===== src/rtl/uart_cmd_master.sv =====
// rtl/uart_cmd_master.sv - host-side UART register-access initiator
module uart_cmd_master #(
  parameter int WATCHDOG_BITS = 12
) (
  input  logic       sysclk,
  input  logic       reset,
  input  logic       baud16,
  input  logic       req_valid,
  output logic       req_ready,
  input  logic       req_write,
  input  logic [7:0] req_reg,
  input  logic [7:0] req_count,
  input  logic [7:0] wr_data,
  input  logic       wr_data_valid,
  output logic       wr_data_ack,
  input  logic       tx_fifo_full,
  output logic       tx_fifo_write,
  output logic [7:0] tx_fifo_data,
  input  logic       rx_dataAvailable,
  input  logic [7:0] rx_data,
  output logic       rx_read,
  output logic [7:0] rd_data,
  output logic       rd_valid,
  output logic       busy,
  output logic       done,
  output logic       timeout
);

  typedef enum logic [2:0] {
    IDLE      = 3'd0,
    SEND_CMD  = 3'd1,
    SEND_REG  = 3'd2,
    SEND_CNT  = 3'd3,
    SEND_DATA = 3'd4,
    WAIT_RX   = 3'd5,
    DONE      = 3'd6
  } state_t;

  localparam logic [WATCHDOG_BITS-1:0] WD_ONE = 1;

  state_t                   state;
  logic                     is_write;
  logic [7:0]               reg_q;
  logic [7:0]               cnt_q;
  logic [7:0]               idx;
  logic [WATCHDOG_BITS-1:0] wdog;

  logic       abort;
  logic       active;
  logic       rx_last;
  logic       wd_clear;
  logic [7:0] expected;

  assign req_ready = (state == IDLE);
  assign busy      = (state != IDLE);

  // A stalled transaction is abandoned on the tick that finds the counter saturated
  assign abort    = busy && baud16 && (&wdog);
  // Outputs that move bytes are suppressed while resetting or aborting
  assign active   = !reset && !abort;
  // A read always returns at least one byte, even for count 0
  assign expected = (cnt_q == 8'd0) ? 8'd1 : cnt_q;
  // All expected bytes popped; the extra cycle lets done follow the last rd_valid
  assign rx_last  = (state == WAIT_RX) && (idx == expected);
  // Any progress or state change restarts the stall watchdog
  assign wd_clear = tx_fifo_write || rx_read || !busy || (state == DONE) || rx_last;

  // FIFO handshakes decoded from the current state
  always_comb begin
    tx_fifo_write = 1'b0;
    tx_fifo_data  = 8'h00;
    wr_data_ack   = 1'b0;
    rx_read       = 1'b0;
    if (active) begin
      case (state)
        SEND_CMD: if (!tx_fifo_full) begin
          tx_fifo_write = 1'b1;
          tx_fifo_data  = is_write ? 8'h01 : 8'h02;
        end
        SEND_REG: if (!tx_fifo_full) begin
          tx_fifo_write = 1'b1;
          tx_fifo_data  = reg_q;
        end
        SEND_CNT: if (!tx_fifo_full) begin
          tx_fifo_write = 1'b1;
          tx_fifo_data  = cnt_q;
        end
        SEND_DATA: if (wr_data_valid && !tx_fifo_full) begin
          tx_fifo_write = 1'b1;
          tx_fifo_data  = wr_data;
          wr_data_ack   = 1'b1;
        end
        WAIT_RX: if (rx_dataAvailable && (idx != expected)) begin
          rx_read = 1'b1;
        end
        default: ;
      endcase
    end
  end

  // Transaction sequencer, watchdog and registered status pulses
  always_ff @(posedge sysclk) begin
    if (reset) begin
      state    <= IDLE;
      is_write <= 1'b0;
      reg_q    <= 8'h00;
      cnt_q    <= 8'h00;
      idx      <= 8'h00;
      wdog     <= '0;
      rd_data  <= 8'h00;
      rd_valid <= 1'b0;
      done     <= 1'b0;
      timeout  <= 1'b0;
    end else begin
      rd_valid <= 1'b0;
      done     <= 1'b0;
      timeout  <= 1'b0;
      if (wd_clear) begin
        wdog <= '0;
      end else if (baud16) begin
        wdog <= wdog + WD_ONE;
      end
      if (abort) begin
        state   <= IDLE;
        timeout <= 1'b1;
        wdog    <= '0;
      end else begin
        if (rx_read) begin
          rd_data  <= rx_data;
          rd_valid <= 1'b1;
          idx      <= idx + 8'd1;
        end
        case (state)
          IDLE: if (req_valid) begin
            is_write <= req_write;
            reg_q    <= req_reg;
            cnt_q    <= req_count;
            idx      <= 8'h00;
            state    <= SEND_CMD;
          end
          SEND_CMD: if (tx_fifo_write) state <= SEND_REG;
          SEND_REG: if (tx_fifo_write) state <= SEND_CNT;
          SEND_CNT: if (tx_fifo_write) begin
            if (!is_write) begin
              state <= WAIT_RX;
            end else if (cnt_q == 8'd0) begin
              state <= DONE;
              done  <= 1'b1;
            end else begin
              state <= SEND_DATA;
            end
          end
          SEND_DATA: if (tx_fifo_write) begin
            idx <= idx + 8'd1;
            if (idx == cnt_q - 8'd1) begin
              state <= DONE;
              done  <= 1'b1;
            end
          end
          WAIT_RX: if (rx_last) begin
            state <= DONE;
            done  <= 1'b1;
          end
          DONE:    state <= IDLE;
          default: state <= IDLE;
        endcase
      end
    end
  end

endmodule


===== config.mk =====
export PLATFORM = sky130hd
export DESIGN_NAME = uart_cmd_master
export DESIGN_NICKNAME = d
export VERILOG_FILES = /design/src/rtl/uart_cmd_master.sv
export SDC_FILE = /design/constraint.sdc
export NUM_CORES = 1
export LEC_CHECK = 0
export ABC_AREA = 0
export CORE_AREA = 4 4 84 86
export DETAILED_ROUTE_END_ITERATION = 10
export DIE_AREA = 0 0 88 90
export PLACE_DENSITY = 0.74
export SLEW_MARGIN = 20
export SYNTH_ARGS = -nofsm -noshare
export SYNTH_HDL_FRONTEND = slang
export SYNTH_SLANG_ARGS = --single-unit

===== constraint.sdc =====
create_clock -name sysclk -period 2.2 [get_ports sysclk]
set_input_delay 0.44 -clock sysclk [delete_from_list [all_inputs] [get_ports sysclk]]
set_output_delay 0.44 -clock sysclk [all_outputs]
set_load 0.05 [all_outputs]

==> results of run 1 <==
[cell families (layout without fill, tap and decap cells)]
group	after synthesis	count (layout)	share of synthesized area [%]
multiplexers	19	19	7.065
AO/OA/AOI/OAI	63	63	14.68
AND/OR/NAND/NOR	153	153	25.89
buffers and inverters	29	147	4.421
flip-flops	51	51	37.19
XOR/XNOR	28	28	8.934
adder cells (fa/ha/maj)	4	4	1.823
[cell usage in the layout, fill, tap and decap left out, types with 3 or more instances in the layout]
cell type         n
o21ai_1           4
a21oi_2           5
nand2_1          48
nand4_1           6
clkdlybuf4s50_1  49
dfxtp_1          41
dfxtp_2           8
nand3_1           7
xor2_1           13
mux2_2            3
a21oi_1          31
buf_6            13
nand2b_1          3
and2_1            5
mux2i_1          16
nor3_1            4
buf_8             5
nor2_1           42
clkbuf_8          5
buf_4            55
xnor2_1          14
nor2_4           11
inv_1             6
buf_12            8
and3_1            5
[worst paths after layout]
path	start	depth (start not counted)	end	slack (ns)
setup / recovery	cnt_q[3]	8	rx_read	-0.31
hold / removal	reg_q[7]	2	reg_q[7]	0.46
setup reg to reg	cnt_q[3]	12	idx[0]	-0.30
hold reg to reg	reg_q[7]	2	reg_q[7]	0.46
[worst reg2reg max path, stage by stage (launching register included)]
cell       delay, ns
dfxtp_4         0.36
buf_4           0.14
buf_4           0.15
xnor2_2         0.14
nand4_1         0.18
nor3_4          0.07
a2111oi_4       0.39
clkbuf_16       0.20
buf_4           0.15
buf_4           0.13
nor2_4          0.04
a21o_1          0.18
mux2_2          0.27
[stage by stage]
stage                     util, %  worst slack, ns  power [W]  hold WS, ns  TNS (ns)
final                       70.48          -0.3060   0.002486       0.4646    -3.945
after global routing        70.48          -0.3829   0.002630       0.4939    -6.570
after CTS                   69.20          -0.3483   0.002460       0.4613    -5.250
after detailed placement    63.50          -0.4127   0.001847       0.4472    -9.341
after global placement      63.50          -0.3717   0.001830       0.4441    -8.401
after floorplan                 -          -0.1957   0.001507       0.4338    -2.888
[final cells by class]
type | count | area (um2)
fill | 471 | 1853
multi-input combinational | 267 | 1849
timing repair buffer | 132 | 1319
sequential | 51 | 1039
tap | 77 | 96.34
clock buffer | 5 | 68.82
inverter | 7 | 33.78
clock inverter | 3 | 18.77
[routing by layer]
layer  GRT usage (%)  vias to the layer above  share of wire (%)
met3           5.027                       13                7.2
met4           4.220                        0                1.2
met1           25.93                     1315                 43
met2           34.30                       84                 49
met5               0                        -                  0
li1                -                     1431                  -
[power groups by stage]
stage / logic (W) / clock network, W / registers, W
3_3_place_gp: 0.000816 / 0 / 0.00101
5_1_grt: 0.00102 / 0.000609 / 0.00100
2_1_floorplan: 0.000495 / 0 / 0.00101
3_5_place_dp: 0.000832 / 0 / 0.00101
4_1_cts: 0.000902 / 0.000563 / 0.000995
6_report: 0.000945 / 0.000545 / 0.000997
[sequential cells by signal, summed over array words and instances (netlist names)]
signal / cells
cnt_q: 8
idx: 8
state: 3
wdog: 12
is_write: 1
rd_data: 8
reg_q: 8
rd_valid: 1
timeout: 1
done: 1
[timing repair]
item,in CTS,in global routing
gates cloned,1,0
hold buffers,0,0
setup buffers,13,5
setup endpoints to repair,41,30
pin swaps,18,11
gates resized for setup,40,26
endpoints found under the hold margin,0,0
==> impl_metrics.toml, run 1 <==
[run_status]
outcome = "finished with violations"
violations = "setup timing"

[routing]
drc = 0
drt-total-wl_mm = 7.949
viasPerCell = 5.245
wl_per_cell_um = 14.67
drtIter0Drc = 166
first_pass_iters = 4
via_count = 2843
ant_nets = 0

[power]
internal_power_w = 0.001667
clockPowerShare_pct = 21.9
p_sw_share_pct = 32.95
power_frac_comb_pct = 38.0
seq_power_share_pct = 40.1
power.leakage_nw = 1.667
irDropWorstVdd_uv = 418.3
p_switching_w = 0.0008192
p_per_area_nw_per_um2 = 562.0

[clock_tree]
htreeDepth = 2
cts_made_buffers = 5
clock_tree.root_cell = "clkbuf_8"
cts.clk_slew.worst_paths_ns = 0.09
clk_path_buf_depth = 2
clock_latency_ns = 0.31
cts_tree = "yes"
clock-sinks = 51

[sta]
finalMaxSlewViolations = 0
finalWorstSetupSlack_ns = -0.3060
fmax_mhz = 399.0
hold_viol_final = 0
rsz0062_at_grt = "true"
worstMarginPinSlew_ns = 0.5154
setup_violations = 29
relSlewSlack_pct = 65.53
skew_ns = 0.009201
fin_crit_ns = 2.506
min_period_over_period_pct = 113.9

[floorplanning]
dieArea_um2 = 7920
ios = 64
die_x_um = 88
die_h_um = 90
num_rows = 29
start_util_pct = 43.73
core_region_area_um2 = 6277

[critical_path]
crit_top_cell = "buf_4"
crit_path_max_fanout = 3
slowest_stage = "a2111oi_4"
cp_top_family = "buffers and inverters"
cp-start-kind = "flip-flop"
crit_path_end_kind = "output pin"
critPathBufInv = 4
slowest_delay_ns = 0.39
crit_type = "reg2out"
worstPathRequired_ns = 1.76
critPathArrivalTime_ns = 2.07
cp_cell_sequence = "buf_4 > buf_4 > xnor2_2 > nand4_1 > nor3_4 > a2111oi_4 > clkbuf_16 > buf_12"

[synthesis]
synth_cell_type_count = 53
async_flop_share_pct = 0
netlist_area_um2 = 2745
synth_enable_flop_cells = 0
ys_top_cells_by_area = "dfxtp_1, nor2_1, a21oi_1, nand2_1, mux2i_1"
synth_top_area_share_pct = 37.19
synth_area_per_cell_um2 = 7.911
synth-main-ff-cell = "dfxtp_1"
synth_common_cells = "nor2_1, dfxtp_1, nand2_1"
synthCells = 347
syn_nets = 391
post-synth-top-count-cell = "nor2_1"
yosysSeqAreaShare_pct = 37.19
yosys.area.top_type = "dfxtp_1"
synth-seq-cells = 51
synth_warnings = 0

[global_routing]
antenna_found_initial = 0
grt_pass1_vias = 2784
grt_first_pass_wirelength_mm = 13.10
track_usage_pct = 20.32
overflow = 0
grt_max_degree = 27

[finish]
diodes = 0
nets = 508
areaGrowthSynthToFinish_pct = 61.17
fin_area_um2 = 4424
stdcell_count = 542
drive_gt1_share_pct = 31.61

[placement]
gp_congestion = 0.8657
place_area_um2 = 3986
dp_hpwl_mm = 5.726
dpl.cell_count = 518
portBuffers = 63

[run]
cap_viol_max_count = 0

[hold_path]
hold_class = "reg2reg"
No activity file was read; power rests on OpenSTA's default activity.
==> run 2: changes to the inputs <==
- CORE_AREA: 4 4 84 86 -> 4 4 82 84
- CTS_BUF_LIST: default -> sky130_fd_sc_hd__clkbuf_4
- DIE_AREA: 0 0 88 90 -> 0 0 86 88
- PLACE_DENSITY: 0.74 -> 0.77
==> impl_metrics.toml, run 2 (same netlist as run 1, synthesis figures left out) <==
[finish]
diodes = 0
largest_reg_flops = 12
nFillCells = 399
fin_area_um2 = 4380
nets = 505
final_cell_mix = "buf_4, clkdlybuf4s50_1, nand2_1, nor2_1, dfxtp_1"
drive_gt1_share_pct = 32.68
stdcell_count = 537
final_common_cell = "buf_4"
areaGrowthSynthToFinish_pct = 59.57
top_register = "wdog"

[sta]
min_period_over_period_pct = 118.0
finalMaxSlewViolations = 0
finalWorstSetupSlack_ns = -0.3955
worstMarginPinSlew_ns = 0.5175
rsz0062_at_grt = "true"
relSlewSlack_pct = 65.40
fin_crit_ns = 2.595
skew_ns = 0.01703
setup_violations = 28
fmax_mhz = 385.3
hold_viol_final = 0
hold-worst-slack_ns = 0.4701

[global_routing]
grt_max_degree = 27
use_met2_pct = 37.28
use_met3_pct = 4.421
grt_util_met1_pct = 24.50
track_usage_pct = 20.59
overflow = 0
grt_first_pass_wirelength_mm = 12.60
antenna_found_initial = 0
grt_pass1_vias = 2795
busiest_layer = "met2"

[critical_path]
r2r_slack_ns = -0.35
crit_path_max_fanout = 5
cp-start-kind = "flip-flop"
worstPathRequired_ns = 1.76
crit_path_end_kind = "output pin"
reg2reg_to = "state[1]"
reg2reg_depth = 7
critPathArrivalTime_ns = 2.16
startpoint = "cnt_q[1]"
crit_type = "reg2out"
timing.rr.start = "cnt_q[0]"

[routing]
drc = 0
first_pass_iters = 4
viasPerCell = 5.261
drt-total-wl_mm = 8.054
ant_nets = 0
via_count = 2825
wl_per_cell_um = 15.00
drtIter0Drc = 165

[power]
irDropWorstVdd_uv = 425.7
p_per_area_nw_per_um2 = 554.7
power.leakage_nw = 1.634
finalPower_w = 0.002430

[floorplanning]
num_rows = 28
die_x_um = 86
ios = 64
start_util_pct = 46.37
die_h_um = 88
core_region_area_um2 = 5921
dieArea_um2 = 7568

[placement]
dpl.cell_count = 516
dp_hpwl_mm = 5.674
gp_congestion = 0.8794
place_area_um2 = 3971
portBuffers = 63
dp_worst_setup_slack_ns = -0.3710

[clock_tree]
cts_tree = "yes"
clock_tree.root_cell = "clkbuf_4"
cts.clk_slew.worst_paths_ns = 0.15
clk_path_buf_depth = 2
ctsHoldBuffers = 0
htreeDepth = 2
clock-sinks = 51
cts_made_buffers = 5
clock_latency_ns = 0.40

[run_status]
violations = "setup timing"
outcome = "finished with violations"

[hold_path]
hp-start = "reg_q[5]"
hold_depth = 2
hold_class = "reg2reg"
hold_end = "reg_q[5]"

[run]
cap_viol_max_count = 0
run 2: changes by cell type in the layout (fill, tap and decap cells not counted), moves of 2 or more:
cell / previous run / this run
buf_4: 55 / 57
buf_8: 5 / 2
clkbuf_4: 0 / 5
clkbuf_8: 5 / 0
clkinv_2: 2 / 0
dfxtp_1: 41 / 36
dfxtp_2: 8 / 15
dfxtp_4: 2 / 0
run 2: worst max-delay path: stages (launching register included):
cell and delay (ns):
dfxtp_2 0.35, buf_4 0.13, buf_6 0.12, and4_1 0.23, a31oi_4 0.17, o32ai_4 0.12
a2111oi_4 0.36, buf_12 0.16, buf_12 0.13
run 2: power breakdown:
group | internal (W) | switching [W] | total, W
logic | 0.000483 | 0.000467 | 0.000950
registers | 0.000969 | 0.0000372 | 0.00101
clock network | 0.000135 | 0.000339 | 0.000474
total | 0.00159 | 0.000844 | 0.00243
run 2: worst max path at each step:
| stage | to | slack [ns] | depth (start not counted) |
|---|---|---|---|
| floorplan | idx[0] | -0.20 | 10 |
| global placement | idx[4] | -0.35 | 9 |
| detailed placement | idx[4] | -0.37 | 9 |
| CTS | rx_read | -0.42 | 8 |
| global route | rx_read | -0.46 | 8 |
| finish | rx_read | -0.40 | 8 |
run 2: layout make-up:
type	instances	area [um2]	share of cell area, %
Clock buffer	5	37.54	0.8569
Sequential cell	51	1040	23.74
Inverter	7	33.78	0.7712
Multi-Input combinational cell	267	1888	43.10
Tap cell	75	93.84	2.142
Clock inverter	3	27.53	0.6284
Timing Repair Buffer	129	1260	28.76
run 2: per-layer routing:
metal	up-vias	share of wire (%)
met4	0	1.8
met2	61	51
met1	1333	43
met3	16	4.1
li1	1415	-
met5	-	0
run 2: per-stage QoR:
step	util (%)	setup TNS [ns]
final	73.99	-5.012
after global routing	73.99	-7.068
after CTS	72.10	-4.889
after detailed placement	67.08	-8.333
after global placement	67.08	-8.049
after floorplan	-	-2.888
run 2: what timing repair did:
action | CTS | global route
setup endpoints to repair | 27 | 30
pin swaps | 13 | 8
gates resized for setup | 40 | 21
setup buffers | 10 | 2
gates cloned | 1 | 0
endpoints found under the hold margin | 0 | 0
